`src/rtl/fifo_arb_pkg.sv`:
```
// Shared types and sizing helpers for the FIFO write-port arbiter.
package fifo_arb_pkg;

  typedef enum logic {IDLE, BURST} arb_state_t;

  localparam int NUM_REQ_DEF   = 4;
  localparam int DATA_W_DEF    = 8;
  localparam int MAX_BURST_DEF = 4;
  localparam int STALL_W_DEF   = 16;

  // Index width that stays at least one bit for degenerate sizes.
  function automatic int idx_w(input int n);
    return (n > 1) ? $clog2(n) : 1;
  endfunction

endpackage

```
`src/rtl/fifo_wr_arbiter_rr_pick.sv`:
```
// Combinational round-robin picker: first requester after 'last', wrapping.
module rr_pick
  import fifo_arb_pkg::*;
#(
  parameter int N  = NUM_REQ_DEF,
  parameter int IW = idx_w(N)
) (
  input  logic [N-1:0]  req,
  input  logic [IW-1:0] last,
  output logic [N-1:0]  onehot,
  output logic [IW-1:0] idx,
  output logic          valid
);

  logic [IW-1:0] cand;

  always_comb begin
    onehot = '0;
    idx    = '0;
    valid  = 1'b0;
    cand   = '0;
    // Offsets 1..N so 'last' itself is the lowest priority candidate.
    for (int k = 1; k <= N; k++) begin
      cand = IW'((int'(last) + k) % N);
      if (!valid && req[cand]) begin
        valid        = 1'b1;
        idx          = cand;
        onehot[cand] = 1'b1;
      end
    end
  end

endmodule

```
`src/rtl/fifo_wr_arbiter.sv`:
```
// Round-robin burst arbiter sharing one FIFO write port among NUM_REQ producers.
module fifo_wr_arbiter
  import fifo_arb_pkg::*;
#(
  parameter int NUM_REQ   = NUM_REQ_DEF,
  parameter int DATA_W    = DATA_W_DEF,
  parameter int MAX_BURST = MAX_BURST_DEF,
  parameter int STALL_W   = STALL_W_DEF
) (
  input  logic                      clk,
  input  logic                      rst,
  input  logic [NUM_REQ-1:0]        req,
  input  logic [NUM_REQ*DATA_W-1:0] wdata,
  output logic [NUM_REQ-1:0]        gnt,
  input  logic                      fifo_full,
  output logic                      fifo_write,
  output logic [DATA_W-1:0]         fifo_data_in,
  output logic                      busy,
  output logic [STALL_W-1:0]        stall_cnt
);

  localparam int IW = idx_w(NUM_REQ);
  localparam int BW = idx_w(MAX_BURST);
  localparam logic [BW-1:0] LAST_BEAT = BW'(MAX_BURST - 1);

  arb_state_t    state, state_nxt;
  logic [IW-1:0] owner, owner_nxt, last, last_nxt;
  logic [BW-1:0] beat_cnt, beat_nxt;
  logic [NUM_REQ-1:0] gnt_nxt, pick_oh;
  logic [IW-1:0] pick_idx;
  logic          pick_vld;
  logic          in_burst, own_req, transfer, stalled, release_now;
  logic [DATA_W-1:0] lane_data [NUM_REQ];

  for (genvar g = 0; g < NUM_REQ; g++) begin : g_lane
    assign lane_data[g] = wdata[g*DATA_W +: DATA_W];
  end

  rr_pick #(.N(NUM_REQ), .IW(IW)) u_pick (
    .req    (req),
    .last   (last),
    .onehot (pick_oh),
    .idx    (pick_idx),
    .valid  (pick_vld)
  );

  assign in_burst    = (state == BURST);
  assign own_req     = req[owner];
  assign transfer    = in_burst & own_req & ~fifo_full;
  assign stalled     = in_burst & own_req & fifo_full;
  // Owner dropping req or finishing its last beat both hand the port back.
  assign release_now = in_burst & (~own_req | (transfer & (beat_cnt == LAST_BEAT)));

  assign fifo_write   = transfer & ~rst;
  assign fifo_data_in = in_burst ? lane_data[owner] : '0;
  assign busy         = in_burst;

  always_comb begin
    state_nxt = state;
    gnt_nxt   = gnt;
    owner_nxt = owner;
    last_nxt  = last;
    beat_nxt  = beat_cnt;
    case (state)
      IDLE: begin
        if (pick_vld) begin
          state_nxt = BURST;
          gnt_nxt   = pick_oh;
          owner_nxt = pick_idx;
          beat_nxt  = '0;
        end
      end
      BURST: begin
        if (release_now) begin
          state_nxt = IDLE;
          gnt_nxt   = '0;
          last_nxt  = owner;
        end else if (transfer) begin
          beat_nxt = beat_cnt + BW'(1);
        end
      end
      default: state_nxt = IDLE;
    endcase
  end

  always_ff @(posedge clk) begin
    if (rst) begin
      state     <= IDLE;
      gnt       <= '0;
      owner     <= '0;
      last      <= IW'(NUM_REQ - 1);
      beat_cnt  <= '0;
      stall_cnt <= '0;
    end else begin
      state    <= state_nxt;
      gnt      <= gnt_nxt;
      owner    <= owner_nxt;
      last     <= last_nxt;
      beat_cnt <= beat_nxt;
      if (stalled && (stall_cnt != '1))
        stall_cnt <= stall_cnt + STALL_W'(1);
    end
  end

  a_gnt_onehot: assert property (@(posedge clk) disable iff (rst) $onehot0(gnt));
  a_no_full_write: assert property (@(posedge clk) disable iff (rst) fifo_write |-> !fifo_full);
  a_write_owned: assert property (@(posedge clk) disable iff (rst) fifo_write |-> |(gnt & req));

endmodule

```
`config.mk`:
```
export PLATFORM = sky130hd
export DESIGN_NAME = fifo_wr_arbiter
export DESIGN_NICKNAME = d
export VERILOG_FILES = /design/src/rtl/fifo_arb_pkg.sv /design/src/rtl/fifo_wr_arbiter_rr_pick.sv /design/src/rtl/fifo_wr_arbiter.sv
export SDC_FILE = /design/constraint.sdc
export NUM_CORES = 1
export LEC_CHECK = 0
export BUFFER_PORTS_ARGS = -buffer_cell sky130_fd_sc_hd__clkbuf_2
export CORE_ASPECT_RATIO = 2
export CORE_MARGIN = 2
export CORE_UTILIZATION = 40
export CTS_CLUSTER_SIZE = 20
export DETAILED_ROUTE_END_ITERATION = 12
export PLACE_DENSITY_LB_ADDON = 0.25
export SYNTH_ARGS = -nofsm -noshare
export SYNTH_HDL_FRONTEND = slang
export SYNTH_SLANG_ARGS = --single-unit
export TNS_END_PERCENT = 5
```
`constraint.sdc`:
```
create_clock -name clk -period 3 [get_ports clk]
set_input_delay 0.6 -clock clk [delete_from_list [all_inputs] [get_ports clk]]
set_output_delay 0.6 -clock clk [all_outputs]
set_load 0.01 [all_outputs]
```
Word level (Yosys, flattened, before mapping)
Cells that the tools add are included.
{"block": "totals", "output_inout_bits": 30, "word_cells": 102, "mem_bits_ro": 0, "inputBits": 39, "register_bits": 27, "memories": 0, "ramBits": 0, "latchBits": 0}
{"block": "classes", "multipliers": 0, "muxes": 44, "eq_ne": 6, "n_shift": 0, "div": 0, "order_cmp": 10, "bitwise_logic": 15, "add_sub_neg": 6, "n_reduce_logical": 15}
{"operator": "$mux 4", "count": 6}
{"operator": "$mux 8", "count": 3}
{"operator": "$add 16x1->16 const B", "count": 1}
{"operator": "$bmux 8 s2", "count": 1}
{"operator": "$ne 16x16->1 const B", "count": 1}
{"operator": "$lt 2x3->1 const B", "count": 5}
{"operator": "$mux 1", "count": 15}
{"operator": "$mux 2", "count": 7}
{"operator": "$or 4x4->4", "count": 3}
{"operator": "$bmux 1 s2", "count": 5}
{"operator": "$demux 1 s2", "count": 4}
{"operator": "$ge 2x1->1 const B", "count": 4}
{"operator": "$logic_and 1x1->1", "count": 8}
{"operator": "$pmux 4 s2", "count": 1}
{"operator": "$add 2x1->2 const B", "count": 3}
{"operator": "$and 1x1->1", "count": 6}
{"operator": "$reduce_and 2->1", "count": 3}
{"operator": "$add 2x2->2 const B", "count": 2}
{"operator": "$ne 2x1->1 const B", "count": 2}
{"operator": "$ne 2x2->1 const B", "count": 2}
{"operator": "$not 1->1", "count": 4}
{"operator": "$pmux 2 s2", "count": 1}
{"operator": "$ge 3x3->1 const B", "count": 1}
{"operator": "$logic_not 1->1", "count": 3}
{"operator": "5 further kinds", "count": 5}

Depth between registers and ports, before layout
{"block": "depth", "ltp_word": 15, "depth_mapped": 9, "mapped_depth_nobuf": 7}

Hierarchy
Synthesis repeated with hierarchy kept, for this count alone.
{"block": "unflattened", "cells_unflattened": 261, "hier_area_um2": 2219.6}
{"mod": "fifo_wr_arbiter", "seq_area_each_um2": 540.5, "instances": 1, "cells_each": 175, "area_each_um2": 1590.3}
{"mod": "rr_pick", "seq_area_each_um2": 0.0, "instances": 1, "cells_each": 86, "area_each_um2": 629.4}

Worst setup path before layout
Ideal clock, no wire load.
{"block": "synth_timing", "path_kind": "reg-to-reg", "start": "register last[0]", "end": "register gnt[0]", "arrival_ps": 2265, "setup_time_ps": 122, "setup_slack_ps": 613, "period_less_slack_ps": 2387, "stages_incl_launch_ff": 10, "t_required_ps": 2878, "n_path_buf": 2, "cell_sequence": "dfxtp_1 buf_4 inv_1 ha_1 buf_2 mux4_2 nor2b_1 a22oi_1 a21oi_1 a221o_1"}
{"block": "synth_via", "elab_chain_cells": 15, "word_cells_on_any_way": 53, "classes_between": "add/sub (4); order compare (8); eq/ne (1); mux (26); bitwise (3); reduce/logical (11)"}
{"element": "start, declared", "line": "fifo_wr_arbiter.sv:27", "rtl": "logic [IW-1:0] owner, owner_nxt, last, last_nxt;"}
{"element": "start signal, assigned", "line": "fifo_wr_arbiter.sv:91", "rtl": "last <= IW'(NUM_REQ - 1);"}
{"element": "start signal, assigned", "line": "fifo_wr_arbiter.sv:98", "rtl": "last <= last_nxt;"}
{"element": "branches (longest 15 deep; another with $lt 2x3->1)"}
{"element": "end signal, assigned", "line": "fifo_wr_arbiter.sv:96", "rtl": "gnt <= gnt_nxt;"}
{"element": "end, declared", "line": "fifo_wr_arbiter.sv:14", "rtl": "output logic [NUM_REQ-1:0] gnt,"}
Several ways; the timed one is not identified. The select of a mux whose other input is x is not followed.
A chain may end at the register's enable or synchronous reset.

Worst setup path after layout
{"block": "layout_timing", "start": "register last[1]", "end": "register gnt[2]"}
The elaborated chain is that of the path after synthesis.

==> out/results.txt <==
The worst hold path belongs to the class register to register. The tools report the detailed-router iteration count before antenna repair as 4. Yosys mapped the design onto 48 distinct sky130hd cell types.

CTS placed an instance of clkbuf_8 at the clock tree root. The worst pin sits at a relative slew slack of 50.7%. The CTS clock-pin slew for the worst setup and hold paths was 90 ps; the global-route congestion overflow total was 0. Data on the critical path is required at its endpoint by 3170 ps.

The run finished with clean final reports. In the routed design, unresolved DRC markers number 0. The number of flops mapped to enable cells by yosys is 0, and the height of the chip is 104 um. The logs give 0 for the number of antenna violations at the first check in global routing and 20 for the maximum number of pins on one net before global-route repair. The global-route wire length before repair was 8370 um; the number of buffers on the longest clock path was 2.

IR analysis of the VDD net gives a maximum drop of 0.211 mV. By startpoint and endpoint, the worst setup path is classified as register to register. The total wirelength of the detailed-routed design was 4990 um.

Leaving out fill and tap cells, the most frequent cells in the layout are clkbuf_2, dfxtp_1, nor2_1. The detail route stage leaves a number of antenna-violating nets equal to 0. Most frequent standard cell in the layout excluding fill and tap cells: clkbuf_2. The arrival time of data at the critical path endpoint is 2720 ps, and the average routed wire per standard cell is 15.1 um.

Setup repair after global routing left no endpoint under its margin. After detailed routing, the number of vias per cell comes to 5.77. By area the synthesized netlist is led by dfxtp_1, mux4_2, ha_1. The multiplexer area fraction after synthesis is 16.2%. The number of global-route vias before repair came out at 1888. The logs give 0 for the count of max-cap constraint violations and 323 for the net count reported at finish.

The floorplan has 36 rows. Setup total negative slack on the finished layout was measured at 0 ps. Relative to the synthesized area, the layout overhead comes to 21.8%.

In this run the worst path has a maximum fanout of 10. Summed over all nets, wire length on met2 after detailed routing comes to 2970 um. The number of setup buffers added after CTS is 0. By area, the combinational part of the netlist is dominated by simple AND/OR/NAND/NOR gates. The synthesized netlist net count came out at 257.

During I/O placement, the number of pins put on the boundary was 69. The run gives 1 as the H-tree depth. Global routing used 19.5% of the available tracks. The floorplan step defined a core boundary enclosing 4820 sq um.

Detailed placement ended at an HPWL of 4040 um. In this run, post-CTS hold repair placed 0 buffers. Summing the areas of all fa, ha and maj instances in the mapped netlist gives 6.27% of the synthesized area. The summed area of non-filler cells in the final layout is 2430 sq um, and the overall power of the completed layout is 0.000954 W. The placed instances occupy a cell area of 2380 sq um.

The final worst-path cycle share is 85.1%. Share of the synthesized area in the top cell type: 27.1%. The logs give 5600 sq um for the area enclosed by the die boundary and 27 for the TritonCTS sink count.

TritonCTS built the clock tree. The transition time at the pin with the least slew margin was 736 ps; the count of antenna diodes in the layout was 0. The routed via count was 1905.

The die is 53.9 um wide. The final hold violation count was 0; the setup skew after layout was 2.37 ps. Across all hold checks on the routed design, the worst slack comes to 490 ps. The count of input and output buffers came out at 68. The Yosys step of the flow raised 0 warnings. The tools report the number of max-slew violations in the final report as 0. For the highest achievable clock rate, the log shows 392 MHz. The non-filler instance count after layout came out at 330. The insertion delay of the later-clocked pin in the worst-skew pair was 270 ps. For this block, wires on met1 add up to 1730 um. The run gives 1990 sq um as the synthesized area. Endpoint type of the worst setup path: a register. Summed over all nets, wire length on met3 after detailed routing comes to 182 um.

The xor and xnor fraction of the mapped netlist area came out at 5.27%. The async set or reset register ratio after synthesis works out to 0%. In the synthesized netlist the dominant register cell turns out to be dfxtp_1. The initial cell density of the core is 41.4%. The initial DRC count is 35. The cell count after synthesis came out at 208. The minimum period implied by the final worst setup slack was 2550 ps; the total power per unit cell area was 393 nW/um^2. The tools report the critical path launch point type as a register. The tools report the count of endpoints failing setup in the final report as 0. The post-cts resize count is 0.

The run gives 3 as the number of buffers added by the clock tree synthesis step. Largest area contributor in the netlist: dfxtp_1. The filler cell count in the final layout is 463, and the compound-gate portion of the synthesized area is 19.3%. The final estimated routing congestion in global placement is 0.849, and the leakage power is 0.983 nW.

Each instance of the synthesized netlist takes up on average 9.59 sq um. After Yosys synthesis, and, or, nand and nor cells account for 21.8% of the synthesized area. Of the cells placed in the final design, the portion with a size suffix greater than 1 is 36.6%. Signal routing reaches up to met4. The logs give 326 for the count of placed standard cells including taps and 27.1% for the sequential share of the synthesized area. The count of state elements after synthesis is 27.
report_power, final:
part | leakage [nW] | internal (W) | total (W) | switching, W
logic | 0.741 | 0.000170 | 0.000340 | 0.000170
registers | 0.219 | 0.000380 | 0.000408 | 0.0000274
clock network | 0.0228 | 0.0000950 | 0.000207 | 0.000112
critical path, stage by stage, from the launching register on:
cell     delay (ps)
dfxtp_1         530
inv_1           180
ha_1            490
mux4_2          560
nor2b_1         190
a22oi_1         160
a21oi_1          90
a221o_1         250
sequential cells by signal, indices dropped and copies added (netlist names):
signal / cells
beat_cnt: 2
last: 2
stall_cnt: 16
gnt: 4
busy: 1
owner: 2
final cells by class:
class	instances	area, sq um	area share, %
multi-input combinational	163	1370	56.5
inverter	6	22.5	0.927
tap	57	71.3	2.94
clock buffer	4	45.0	1.85
timing repair buffer	73	378	15.6
sequential	27	541	22.2
synth_stat cells (all sizes together) (4+ instances only):
cell type	n
a2111oi	6
a211oi	6
a21oi	9
a221o	4
a22oi	4
and2	8
buf	7
clkbuf	5
dfxtp	27
ha	10
inv	6
mux4	12
nand2	10
nand2b	4
nand3	6
nor2	23
nor3	6
o21ai	8
xnor2	12
routing by layer:
layer / track usage [%] / vias up
li1: - / 909
met1: 19.2 / 928
met2: 38.0 / 60
met3: 1.58 / 8
met4: 7.33 / 0
met5: 0 / -
cell families after synthesis:
group / count (synthesis)
AND/OR/NAND/NOR: 75
multiplexers: 17
XOR/XNOR: 12
buffers and inverters: 18
flip-flops: 27
AO/OA/AOI/OAI: 49
adder cells (fa/ha/maj): 10
metrics by stage:
step,setup slack (ps),util [%]
after floorplan,613,-
after global routing,257,50.4
after CTS,455,50.4
final,446,50.4
after detailed placement,464,49.5
after global placement,516,49.5
path summary, 6_finish.rpt:
| kind | from | endpoint | slack, ps | cells after the start |
|---|---|---|---|---|
| worst max-delay path | last[1]$_SDFFE_PP1P_ | gnt[2]$_SDFFE_PP0P_ | 450 | 7 |
| worst min-delay path | beat_cnt[1]$_SDFFE_PP0P_ | beat_cnt[1]$_SDFFE_PP0P_ | 490 | 2 |
| worst min register to register | beat_cnt[1]$_SDFFE_PP0P_ | beat_cnt[1]$_SDFFE_PP0P_ | 490 | 2 |
| worst max register to register | last[1]$_SDFFE_PP1P_ | gnt[2]$_SDFFE_PP0P_ | 450 | 7 |
Note: power is estimated with default switching activity, not from simulation.
